==> src/rtl/lcd_cell_painter_pkg.sv <==
// Shared constants for the snake LCD cell painter.
// Object codes, RGB565 colours, ILI9341 opcodes, sequencer states.
package snake_lcd_pkg;

  localparam int unsigned CELL_PX_DEF = 20;

  localparam logic [2:0] OBJ_EMPTY  = 3'd0;
  localparam logic [2:0] OBJ_BODY   = 3'd1;
  localparam logic [2:0] OBJ_HEAD   = 3'd2;
  localparam logic [2:0] OBJ_APPLE  = 3'd3;
  localparam logic [2:0] OBJ_BORDER = 3'd4;

  localparam logic [15:0] RGB_EMPTY  = 16'h0000;
  localparam logic [15:0] RGB_BODY   = 16'h07E0;
  localparam logic [15:0] RGB_HEAD   = 16'h03E0;
  localparam logic [15:0] RGB_APPLE  = 16'hF800;
  localparam logic [15:0] RGB_BORDER = 16'hFFFF;
  localparam logic [15:0] RGB_ERROR  = 16'hF81F;

  localparam logic [7:0] OP_CASET = 8'h2A;
  localparam logic [7:0] OP_PASET = 8'h2B;
  localparam logic [7:0] OP_RAMWR = 8'h2C;

  typedef enum logic [1:0] {
    ST_IDLE,
    ST_SEND,
    ST_DONE
  } state_e;

  function automatic logic [15:0] obj_colour(
    input logic [2:0] code
  );
    logic [15:0] c;
    c = RGB_ERROR;
    unique case (code)
      OBJ_EMPTY:  c = RGB_EMPTY;
      OBJ_BODY:   c = RGB_BODY;
      OBJ_HEAD:   c = RGB_HEAD;
      OBJ_APPLE:  c = RGB_APPLE;
      OBJ_BORDER: c = RGB_BORDER;
      default:    c = RGB_ERROR;
    endcase
    return c;
  endfunction

endpackage

==> src/rtl/lcd_cell_painter_if.sv <==
// Scanner request/completion signals plus the 8080 LCD bus.
// slave: painter side; master: scanner / LCD model side.
interface lcd_cell_painter_if;

  logic       diff;
  logic [3:0] x;
  logic [3:0] y;
  logic [2:0] obj_code;
  logic [7:0] lcd_d;
  logic       lcd_dcx;
  logic       lcd_wrx;
  logic       lcd_csx;
  logic       busy;
  logic       cmd_done;

  modport slave (
    input  diff, x, y, obj_code,
    output lcd_d, lcd_dcx, lcd_wrx,
    output lcd_csx, busy, cmd_done
  );

  modport master (
    output diff, x, y, obj_code,
    input  lcd_d, lcd_dcx, lcd_wrx,
    input  lcd_csx, busy, cmd_done
  );

endinterface

==> src/rtl/lcd_cell_painter_byte_writer.sv <==
// Two-phase 8080 write strobe: wrx low, then high, data held both.
// Ports: start_i/byte_i/dc_i in; lcd_d_o/lcd_dcx_o/lcd_wrx_o/ready_o out.
module lcd_byte_writer (
  input  logic       clk,
  input  logic       nrst,
  input  logic       start_i,
  input  logic [7:0] byte_i,
  input  logic       dc_i,
  output logic [7:0] lcd_d_o,
  output logic       lcd_dcx_o,
  output logic       lcd_wrx_o,
  output logic       ready_o
);

  logic [7:0] d_q, d_d;
  logic       dcx_q, dcx_d;
  logic       wrx_q, wrx_d;

  always_comb begin
    d_d   = d_q;
    dcx_d = dcx_q;
    wrx_d = 1'b1;
    // wrx high means phase B (or idle): a new byte may start
    if (start_i && wrx_q) begin
      d_d   = byte_i;
      dcx_d = dc_i;
      wrx_d = 1'b0;
    end
  end

  always_ff @(posedge clk or negedge nrst) begin
    if (!nrst) begin
      d_q   <= 8'h00;
      dcx_q <= 1'b1;
      wrx_q <= 1'b1;
    end else begin
      d_q   <= d_d;
      dcx_q <= dcx_d;
      wrx_q <= wrx_d;
    end
  end

  assign lcd_d_o   = d_q;
  assign lcd_dcx_o = dcx_q;
  assign lcd_wrx_o = wrx_q;
  assign ready_o   = wrx_q;

endmodule

==> src/rtl/lcd_cell_painter.sv <==
// Paints one grid cell on an ILI9341-class LCD per scanner request.
// Ports: clk, nrst, bus (scanner request/done + 8080 LCD bus).
module lcd_cell_painter
  import snake_lcd_pkg::*;
#(
  parameter int unsigned CELL_PX   = CELL_PX_DEF,
  parameter int unsigned GRID_ROWS = 12
) (
  input  logic                 clk,
  input  logic                 nrst,
  lcd_cell_painter_if.slave    bus
);

  localparam int unsigned TOTAL = 11 + 2 * CELL_PX * CELL_PX;
  localparam int unsigned CW    = $clog2(TOTAL + 1);
  localparam logic [8:0]  PX9   = 9'(CELL_PX);

  state_e        state_q, state_d;
  logic [CW-1:0] cnt_q, cnt_d;
  logic [3:0]    x_q, x_d;
  logic [3:0]    y_q, y_d;
  logic [2:0]    obj_q, obj_d;
  logic          csx_q, csx_d;
  logic          busy_q, busy_d;
  logic          done_q, done_d;

  logic          wr_start;
  logic          wr_ready;
  logic [7:0]    byte_sel;
  logic          dc_sel;
  logic          y_ok;

  logic [8:0]    sc, ec, sp, ep;
  logic [15:0]   colour;

  assign sc     = {5'd0, x_q} * PX9;
  assign ec     = sc + PX9 - 9'd1;
  assign sp     = {5'd0, y_q} * PX9;
  assign ep     = sp + PX9 - 9'd1;
  assign colour = obj_colour(obj_q);
  assign y_ok   = {28'd0, bus.y} < GRID_ROWS;

  // cnt_q is the index of the next byte to issue
  always_comb begin
    byte_sel = 8'h00;
    dc_sel   = 1'b1;
    unique case (1'b1)
      (cnt_q == CW'(0)): begin
        byte_sel = OP_CASET;
        dc_sel   = 1'b0;
      end
      (cnt_q == CW'(1)):  byte_sel = {7'd0, sc[8]};
      (cnt_q == CW'(2)):  byte_sel = sc[7:0];
      (cnt_q == CW'(3)):  byte_sel = {7'd0, ec[8]};
      (cnt_q == CW'(4)):  byte_sel = ec[7:0];
      (cnt_q == CW'(5)): begin
        byte_sel = OP_PASET;
        dc_sel   = 1'b0;
      end
      (cnt_q == CW'(6)):  byte_sel = {7'd0, sp[8]};
      (cnt_q == CW'(7)):  byte_sel = sp[7:0];
      (cnt_q == CW'(8)):  byte_sel = {7'd0, ep[8]};
      (cnt_q == CW'(9)):  byte_sel = ep[7:0];
      (cnt_q == CW'(10)): begin
        byte_sel = OP_RAMWR;
        dc_sel   = 1'b0;
      end
      default: begin
        // pixel bytes start at odd index 11: odd = high byte
        byte_sel = cnt_q[0] ? colour[15:8] : colour[7:0];
      end
    endcase
  end

  always_comb begin
    state_d  = state_q;
    cnt_d    = cnt_q;
    x_d      = x_q;
    y_d      = y_q;
    obj_d    = obj_q;
    csx_d    = csx_q;
    busy_d   = busy_q;
    done_d   = 1'b0;
    wr_start = 1'b0;
    unique case (state_q)
      ST_IDLE: begin
        if (bus.diff) begin
          if (y_ok) begin
            x_d      = bus.x;
            y_d      = bus.y;
            obj_d    = bus.obj_code;
            state_d  = ST_SEND;
            csx_d    = 1'b0;
            busy_d   = 1'b1;
            wr_start = 1'b1;
            cnt_d    = CW'(1);
          end else begin
            state_d = ST_DONE;
            done_d  = 1'b1;
          end
        end
      end
      ST_SEND: begin
        if (wr_ready) begin
          if (cnt_q == CW'(TOTAL)) begin
            state_d = ST_DONE;
            csx_d   = 1'b1;
            busy_d  = 1'b0;
            done_d  = 1'b1;
          end else begin
            wr_start = 1'b1;
            cnt_d    = cnt_q + CW'(1);
          end
        end
      end
      ST_DONE: begin
        state_d = ST_IDLE;
        cnt_d   = '0;
      end
      default: begin
        state_d = ST_IDLE;
        cnt_d   = '0;
        csx_d   = 1'b1;
        busy_d  = 1'b0;
      end
    endcase
  end

  always_ff @(posedge clk or negedge nrst) begin
    if (!nrst) begin
      state_q <= ST_IDLE;
      cnt_q   <= '0;
      x_q     <= 4'd0;
      y_q     <= 4'd0;
      obj_q   <= 3'd0;
      csx_q   <= 1'b1;
      busy_q  <= 1'b0;
      done_q  <= 1'b0;
    end else begin
      state_q <= state_d;
      cnt_q   <= cnt_d;
      x_q     <= x_d;
      y_q     <= y_d;
      obj_q   <= obj_d;
      csx_q   <= csx_d;
      busy_q  <= busy_d;
      done_q  <= done_d;
    end
  end

  lcd_byte_writer u_writer (
    .clk       (clk),
    .nrst      (nrst),
    .start_i   (wr_start),
    .byte_i    (byte_sel),
    .dc_i      (dc_sel),
    .lcd_d_o   (bus.lcd_d),
    .lcd_dcx_o (bus.lcd_dcx),
    .lcd_wrx_o (bus.lcd_wrx),
    .ready_o   (wr_ready)
  );

  assign bus.lcd_csx  = csx_q;
  assign bus.busy     = busy_q;
  assign bus.cmd_done = done_q;

endmodule

==> src/flat_wrapper.sv <==
// flat-port wrapper written by rule: the top's interface ports become plain ports
module lcd_cell_painter_flat import snake_lcd_pkg::*;
#(
  parameter int unsigned CELL_PX   = CELL_PX_DEF,
  parameter int unsigned GRID_ROWS = 12
)
  (clk, nrst, bus_diff, bus_x, bus_y, bus_obj_code, bus_lcd_d, bus_lcd_dcx, bus_lcd_wrx, bus_lcd_csx, bus_busy, bus_cmd_done);
  lcd_cell_painter_if bus_i ();
  input  logic clk;
  input  logic nrst;
  input wire logic [$bits(bus_i.diff)-1:0] bus_diff;
  input wire logic [$bits(bus_i.x)-1:0] bus_x;
  input wire logic [$bits(bus_i.y)-1:0] bus_y;
  input wire logic [$bits(bus_i.obj_code)-1:0] bus_obj_code;
  output wire logic [$bits(bus_i.lcd_d)-1:0] bus_lcd_d;
  output wire logic [$bits(bus_i.lcd_dcx)-1:0] bus_lcd_dcx;
  output wire logic [$bits(bus_i.lcd_wrx)-1:0] bus_lcd_wrx;
  output wire logic [$bits(bus_i.lcd_csx)-1:0] bus_lcd_csx;
  output wire logic [$bits(bus_i.busy)-1:0] bus_busy;
  output wire logic [$bits(bus_i.cmd_done)-1:0] bus_cmd_done;
  assign bus_i.diff = bus_diff;
  assign bus_i.x = bus_x;
  assign bus_i.y = bus_y;
  assign bus_i.obj_code = bus_obj_code;
  assign bus_lcd_d = bus_i.lcd_d;
  assign bus_lcd_dcx = bus_i.lcd_dcx;
  assign bus_lcd_wrx = bus_i.lcd_wrx;
  assign bus_lcd_csx = bus_i.lcd_csx;
  assign bus_busy = bus_i.busy;
  assign bus_cmd_done = bus_i.cmd_done;
  lcd_cell_painter #(.CELL_PX(CELL_PX), .GRID_ROWS(GRID_ROWS)) u_core (.clk(clk), .nrst(nrst), .bus(bus_i));
endmodule
==> config.mk <==
export PLATFORM = sky130hd
export DESIGN_NAME = lcd_cell_painter_flat
export DESIGN_NICKNAME = d
export VERILOG_FILES = /design/src/rtl/lcd_cell_painter_pkg.sv /design/src/rtl/lcd_cell_painter_if.sv /design/src/rtl/lcd_cell_painter_byte_writer.sv /design/src/rtl/lcd_cell_painter.sv /design/src/flat_wrapper.sv
export SDC_FILE = /design/constraint.sdc
export NUM_CORES = 1
export LEC_CHECK = 0
export CAP_MARGIN = 20
export CORE_MARGIN = 1.5
export CORE_UTILIZATION = 56
export DETAILED_ROUTE_END_ITERATION = 7
export MAX_ROUTING_LAYER = met4
export PLACE_DENSITY = 0.81
export SKIP_CTS_REPAIR_TIMING = 1
export SYNTH_ARGS = -nofsm -noshare
export SYNTH_HDL_FRONTEND = slang
export SYNTH_SLANG_ARGS = --single-unit
==> constraint.sdc <==
create_clock -name clk -period 3.1 [get_ports clk]
set_clock_uncertainty 0.1 [all_clocks]
set_input_delay 0.62 -clock clk [delete_from_list [all_inputs] [get_ports clk]]
set_output_delay 0.62 -clock clk [all_outputs]
set_load 0.005 [all_outputs]
==> metrics.txt, run 1 <==
outcome=finished clean; non-filler cells in the finished layout=329; DR iter-0 viols=162; Post-Route WL=5340 um; GPL Wtd Cong=0.868; synth unique cells=56; first-pass GRT wire length=9110 um; period utilisation layout=83.6%; Initial Util=59.5%; Fill cells=338; share of cells above drive strength 1=15.1%; CP arrival=2.67 ns; Synth Instances=254; I/O pins=27; unrepaired setup endpoints after global routing=no; most common cell after layout, fill and taps aside=dfrtp_1; DRT antenna net count=0; Synth Net Count=284; relative slew slack=56.5%; largest net degree at the start of global routing=37; via count=2,022; NumNets Final=308; setup TNS=0 ns; synthesized flop and latch total=36; Mapped Avg Cell Area=9.50 sq um; initial antenna violation count=0; PD cells=1120 nW/um^2; Seq/Total Area, Yosys=37.5%; Clk pin slew, worst setup/hold paths=0.08 ns; Die X=68.7 um; CTS Buf Count=5; Via-to-Cell Ratio=6.15; Clock Latency Late Sink=0.29 ns; CTS max path bufs=2; H-tree Lvls=2; total track usage=26.5%; post-synthesis async set-or-reset flop share=100%; Pwr Total=0.00315 W; Max IR drop VDD=714 uV; Vert. Die Dim=68.7 um; worst hold path class=reg2reg; FF+latch area=905 sq um; Crit Path Category=reg2reg; IO buf count=26; hpwl dp=3770 um; Mapped Area=2410 sq um; Final setup viols=0; root buffer cell=clkbuf_8; most frequent cells in the layout=dfrtp_1, clkdlybuf4s50_1, nor2_1, a21oi_1, nand2_1; max-cap violations=0; router iterations before antenna repair=4; Remaining DRCs=0; Inst Count DP=321; crit end category=register; Antenna Cells=0; Final Hold Vio Count=0; worst-margin pin slew=0.652 ns; grt ovf=0; area of the multi-input gates=1400 sq um; TritonCTS clock tree=yes; Yosys warnings=0; EDFF count, synth=0; f_max=386 MHz; CP startpoint kind=register; minimum clock period=2.59 ns; Die ar.=4710 sq um; Worst EP required=3.18 ns; P_leak=1.17 nW; fin. max-slew vios=0; clock sinks=36; area grow syn2layout=16.5%; number of global-route vias before repair=1,876; Synth Flop Type=dfrtp_1; Core ar.=4060 sq um; drt wl/cell=16.2 um; row cnt=23; critical-path maximum fanout=11
## metrics by stage
step | hold slack (ns) | area [sq um] | worst slack [ns] | utilization [%]
6_report | 0.408 | 2810 | 0.508 | 69.3
5_1_grt | 0.463 | 2810 | 0.316 | 69.3
4_1_cts | 0.409 | 2810 | 0.507 | 69.3
3_5_place_dp | 0.394 | 2690 | 0.541 | 66.2
3_3_place_gp | 0.396 | 2690 | 0.570 | 66.2
2_1_floorplan | 0.224 | 2410 | 0.664 | -
## layer usage
layer / up-vias / GRT usage, % / share of wire, %
met1: 957 / 36.9 / 47
met2: 80 / 39.8 / 45
met3: 6 / 5.19 / 6.9
met5: - / - / 0
met4: 0 / 6.75 / 0.94
li1: 979 / - / -
## worst max-delay path, stage by stage, from the launching register on
cell     delay (ns)
dfrtp_1        0.51
inv_1          0.21
ha_1           0.34
and2b_1        0.21
or4_4          0.44
a311o_1        0.31
o32a_1         0.36
## where the power goes
| group | internal (W) | switching, W | total (W) | leakage [nW] |
|---|---|---|---|---|
| sequential | 0.000675 | 0.000269 | 0.000944 | 0.435 |
| clock | 0.000284 | 0.000170 | 0.000454 | 0.0645 |
| combinational | 0.000869 | 0.000883 | 0.00175 | 0.674 |
| total | 0.00183 | 0.00132 | 0.00315 | 1.17 |
## registers in the layout (all words and copies together), names as in the netlist
signal and count:
u_core.bus.busy 1, u_core.bus.cmd_done 1, u_core.bus.lcd_csx 1, u_core.cnt_q 10
u_core.obj_q 3, u_core.state_q 2, u_core.u_writer.lcd_d_o 8, u_core.u_writer.lcd_dcx_o 1
u_core.u_writer.lcd_wrx_o 1, u_core.x_q 4, u_core.y_q 4
## worst paths after layout
| check | cells after the start | start | to | slack [ns] |
|---|---|---|---|---|
| worst max-delay path | 6 | u_core.cnt_q[0] | u_core.u_writer.lcd_d_o[0] | 0.51 |
| worst min-delay path | 2 | u_core.bus.lcd_csx | u_core.bus.lcd_csx | 0.41 |
| worst max register to register | 6 | u_core.cnt_q[0] | u_core.u_writer.lcd_d_o[0] | 0.51 |
| worst min register to register | 2 | u_core.bus.lcd_csx | u_core.bus.lcd_csx | 0.41 |
| max in group asynchronous | 2 | nrst | u_core.u_writer.lcd_wrx_o | 1.90 |
| min in group asynchronous | 2 | nrst | u_core.x_q[2] | 0.63 |
## layout make-up
type                       count  area share (%)
clock inverter                 1            1.07
multi-input combinational    199            49.8
timing repair buffer          31            10.6
sequential                    36            32.2
inverter                       5           0.668
tap                           50            2.23
clock buffer                   7            3.43
## synthesized netlist by cell type, types with 3 or more instances
| cell | count | area, sq um |
|---|---|---|
| nand4_1 | 6 | 37.5 |
| buf_4 | 3 | 22.5 |
| mux2_2 | 13 | 146 |
| a22o_1 | 3 | 26.3 |
| or2_2 | 3 | 18.8 |
| nand2b_1 | 4 | 25.0 |
| inv_1 | 5 | 18.8 |
| clkbuf_1 | 6 | 22.5 |
| a21oi_1 | 22 | 110 |
| a31oi_1 | 5 | 31.3 |
| a211oi_1 | 3 | 22.5 |
| nand3_1 | 11 | 55.1 |
| nor2_1 | 23 | 86.3 |
| nand2_1 | 16 | 60.1 |
| ha_1 | 14 | 175 |
| dfstp_2 | 3 | 78.8 |
| o31ai_1 | 3 | 22.5 |
| xnor2_1 | 11 | 96.3 |
| dfrtp_1 | 33 | 826 |
| nor3_1 | 7 | 35.0 |
| o21ai_0 | 12 | 60.1 |
| nand3b_1 | 3 | 22.5 |
## cells by family (layout without fill, tap and decap cells)
group                    count (synthesis)  in the layout  synth area share (%)
AO/OA/AOI/OAI                           66             66                  17.5
multiplexers                            15             15                  6.89
buffers and inverters                   19             44                  4.46
adder cells (fa/ha/maj)                 16             16                  8.92
AND/OR/NAND/NOR                         89             89                  20.0
XOR/XNOR                                13             13                  4.72
flip-flops                              36             36                  37.5
Note: power is estimated with default switching activity, not from simulation.
==> run 2, diff against run 1 <==
- clock period: 3.1 -> 2.55 ns (I/O delays scaled with it)
==> metrics.txt, run 2 (synthesis gave the netlist of run 1 again) <==
IO buf count=26 (unchanged); hpwl dp=4030 um (+6.9%); number of global-route vias before repair=1,833 (-2.3%); most common cell after layout, fill and taps aside=dfrtp_1; Final setup viols=0 (unchanged); Max IR drop VDD=902 uV (+26%); via count=2,113 (+4.5%); sequential share of power=27.6% (-2.4 points); max reg flops=10 (unchanged); worst-margin pin slew=0.718 ns (+0.0658 ns); largest net degree at the start of global routing=37 (unchanged); most frequent cells in the layout=dfrtp_1, clkdlybuf4s50_1, nor2_1, buf_4, a21oi_1; top register by number of flip-flops=u_core.cnt_q; CP delay by family, top=adder cells; row cnt=23 (unchanged); I/O pins=27 (unchanged); Fill cells=308 (-8.9%); P_int=0.00227 W (+24%); CP startpoint kind=register; Post-Route WL=5500 um (+3.0%); root buffer cell=clkbuf_8; Vert. Die Dim=68.7 um (unchanged); worst slack, placed=-0.0434 ns (-0.585 ns); relative slew slack=51.7% (-4.8 points); Crit Path Category=reg2reg; Clock Latency Late Sink=0.29 ns (about the same); total track usage=26.3% (-0.25 points); Final Hold Vio Count=0 (unchanged); non-filler cells in the finished layout=346 (+5.2%); f_max=408 MHz (+5.7%); clock network fraction of design power=10.8% (-3.6 points); GPL Wtd Cong=0.945 (+8.9%); initial antenna violation count=0 (unchanged); period utilisation layout=96.2% (+13 points); Clk pin slew, worst setup/hold paths=0.07 ns (about the same); Worst EP required=2.67 ns (-0.51 ns); PD cells=1340 nW/um^2 (+19%); Via-to-Cell Ratio=6.11 (-0.63%); CTS max path bufs=2 (unchanged); Pwr Total=0.00392 W (+24%); clock sinks=36 (unchanged); P_leak=1.25 nW (+6.3%); fin area=2930 sq um (+4.1%); Die ar.=4710 sq um (unchanged); Slowest-stage cell, CP=fa_1; grt ovf=0 (unchanged); crit-path max cell delay=0.58 ns (+0.07 ns); NumNets Final=325 (+5.5%); Antenna Cells=0 (unchanged); switching share of power=42.1% (+0.11 points); area post-placement=2800 sq um (+4.2%); max-cap violations=0 (unchanged); Net Switching=0.00165 W (+25%); drt wl/cell=15.9 um (-2.1%); CP arrival=2.57 ns (-0.10 ns); CTS Buf Count=5 (unchanged); Remaining DRCs=0 (unchanged); DR iter-0 viols=136 (-16%); first-pass GRT wire length=8760 um (-3.8%); Core ar.=4060 sq um (unchanged); Die X=68.7 um (unchanged); area grow syn2layout=21.3%; Initial Util=59.5% (unchanged); Comb pwr share=61.7% (+6.1 points); worst hold path class=reg2reg; critical-path maximum fanout=3 (-8); fin. max-slew vios=0 (unchanged); outcome=finished clean; minimum clock period=2.45 ns (-0.140 ns); Buffers & Inverters on Critical Path=0 (-1); Inst Count DP=336 (+4.7%); Setup WS post-layout=0.0973 ns (-0.410 ns); TritonCTS clock tree=yes; crit end category=register; router iterations before antenna repair=5 (+1); crit path cell chain=ha_1 > ha_2 > fa_1 > nand3_1 > or2_2 > a21oi_2 > a221oi_2 > a21oi_1; H-tree Lvls=2 (unchanged); DRT antenna net count=0 (unchanged); share of cells above drive strength 1=21.6% (+6.6 points)
-- run 2: final timing paths --
check / start / slack, ns / endpoint / depth (start not counted)
worst max-delay path: u_core.x_q[1] / 0.1 / u_core.u_writer.lcd_d_o[7] / 8
max in group asynchronous: nrst / 1.46 / u_core.u_writer.lcd_dcx_o / 2
worst min-delay path: u_core.u_writer.lcd_dcx_o / 0.41 / u_core.u_writer.lcd_dcx_o / 2
worst max register to register: u_core.x_q[1] / 0.1 / u_core.u_writer.lcd_d_o[7] / 8
min in group asynchronous: nrst / 0.53 / u_core.x_q[2] / 2
worst min register to register: u_core.u_writer.lcd_dcx_o / 0.41 / u_core.u_writer.lcd_dcx_o / 2
-- run 2: worst reg2reg max path: stages (launching register included) --
cell and delay (ns):
dfrtp_1 0.41, ha_1 0.31, ha_2 0.20, fa_1 0.58
nand3_1 0.11, or2_2 0.31, a21oi_2 0.14, a221oi_2 0.05
a21oi_1 0.16
-- run 2: area by class of cell --
type                       instances  area [sq um]  share of cell area, %
sequential                        36           905                   30.9
timing repair buffer              48           425                   14.5
clock buffer                       6          82.6                   2.82
inverter                           5          18.8                  0.641
clock inverter                     2          10.0                  0.342
tap                               50          62.6                   2.14
multi-input combinational        199          1420                   48.6
-- run 2: routing by layer --
| layer | up-vias | part of all wire (%) | track usage, % |
|---|---|---|---|
| met5 | - | 0 | - |
| met4 | 0 | 2.5 | 9.75 |
| met3 | 17 | 6.0 | 5.84 |
| met2 | 82 | 46 | 39.8 |
| met1 | 1003 | 45 | 34.5 |
| li1 | 1011 | - | - |
-- run 2: metrics by stage --
| stage | TNS, ns | hold WS (ns) | util [%] |
|---|---|---|---|
| final | 0 | 0.405 | 72.2 |
| after detailed placement | -0.0434 | 0.391 | 68.9 |
| after global placement | 0 | 0.392 | 68.9 |
| after CTS | -0.0538 | 0.407 | 71.2 |
| after global routing | -0.0104 | 0.431 | 72.2 |
| after floorplan | 0 | 0.114 | - |
-- run 2: power groups by stage --
stage | registers, W | logic [W] | clock network [W]
finish | 0.00108 | 0.00241 | 0.000421
global placement | 0.00108 | 0.00222 | 0
global route | 0.00111 | 0.00263 | 0.000452
CTS | 0.00108 | 0.00230 | 0.000425
floorplan | 0.00100 | 0.00163 | 0
detailed placement | 0.00109 | 0.00228 | 0
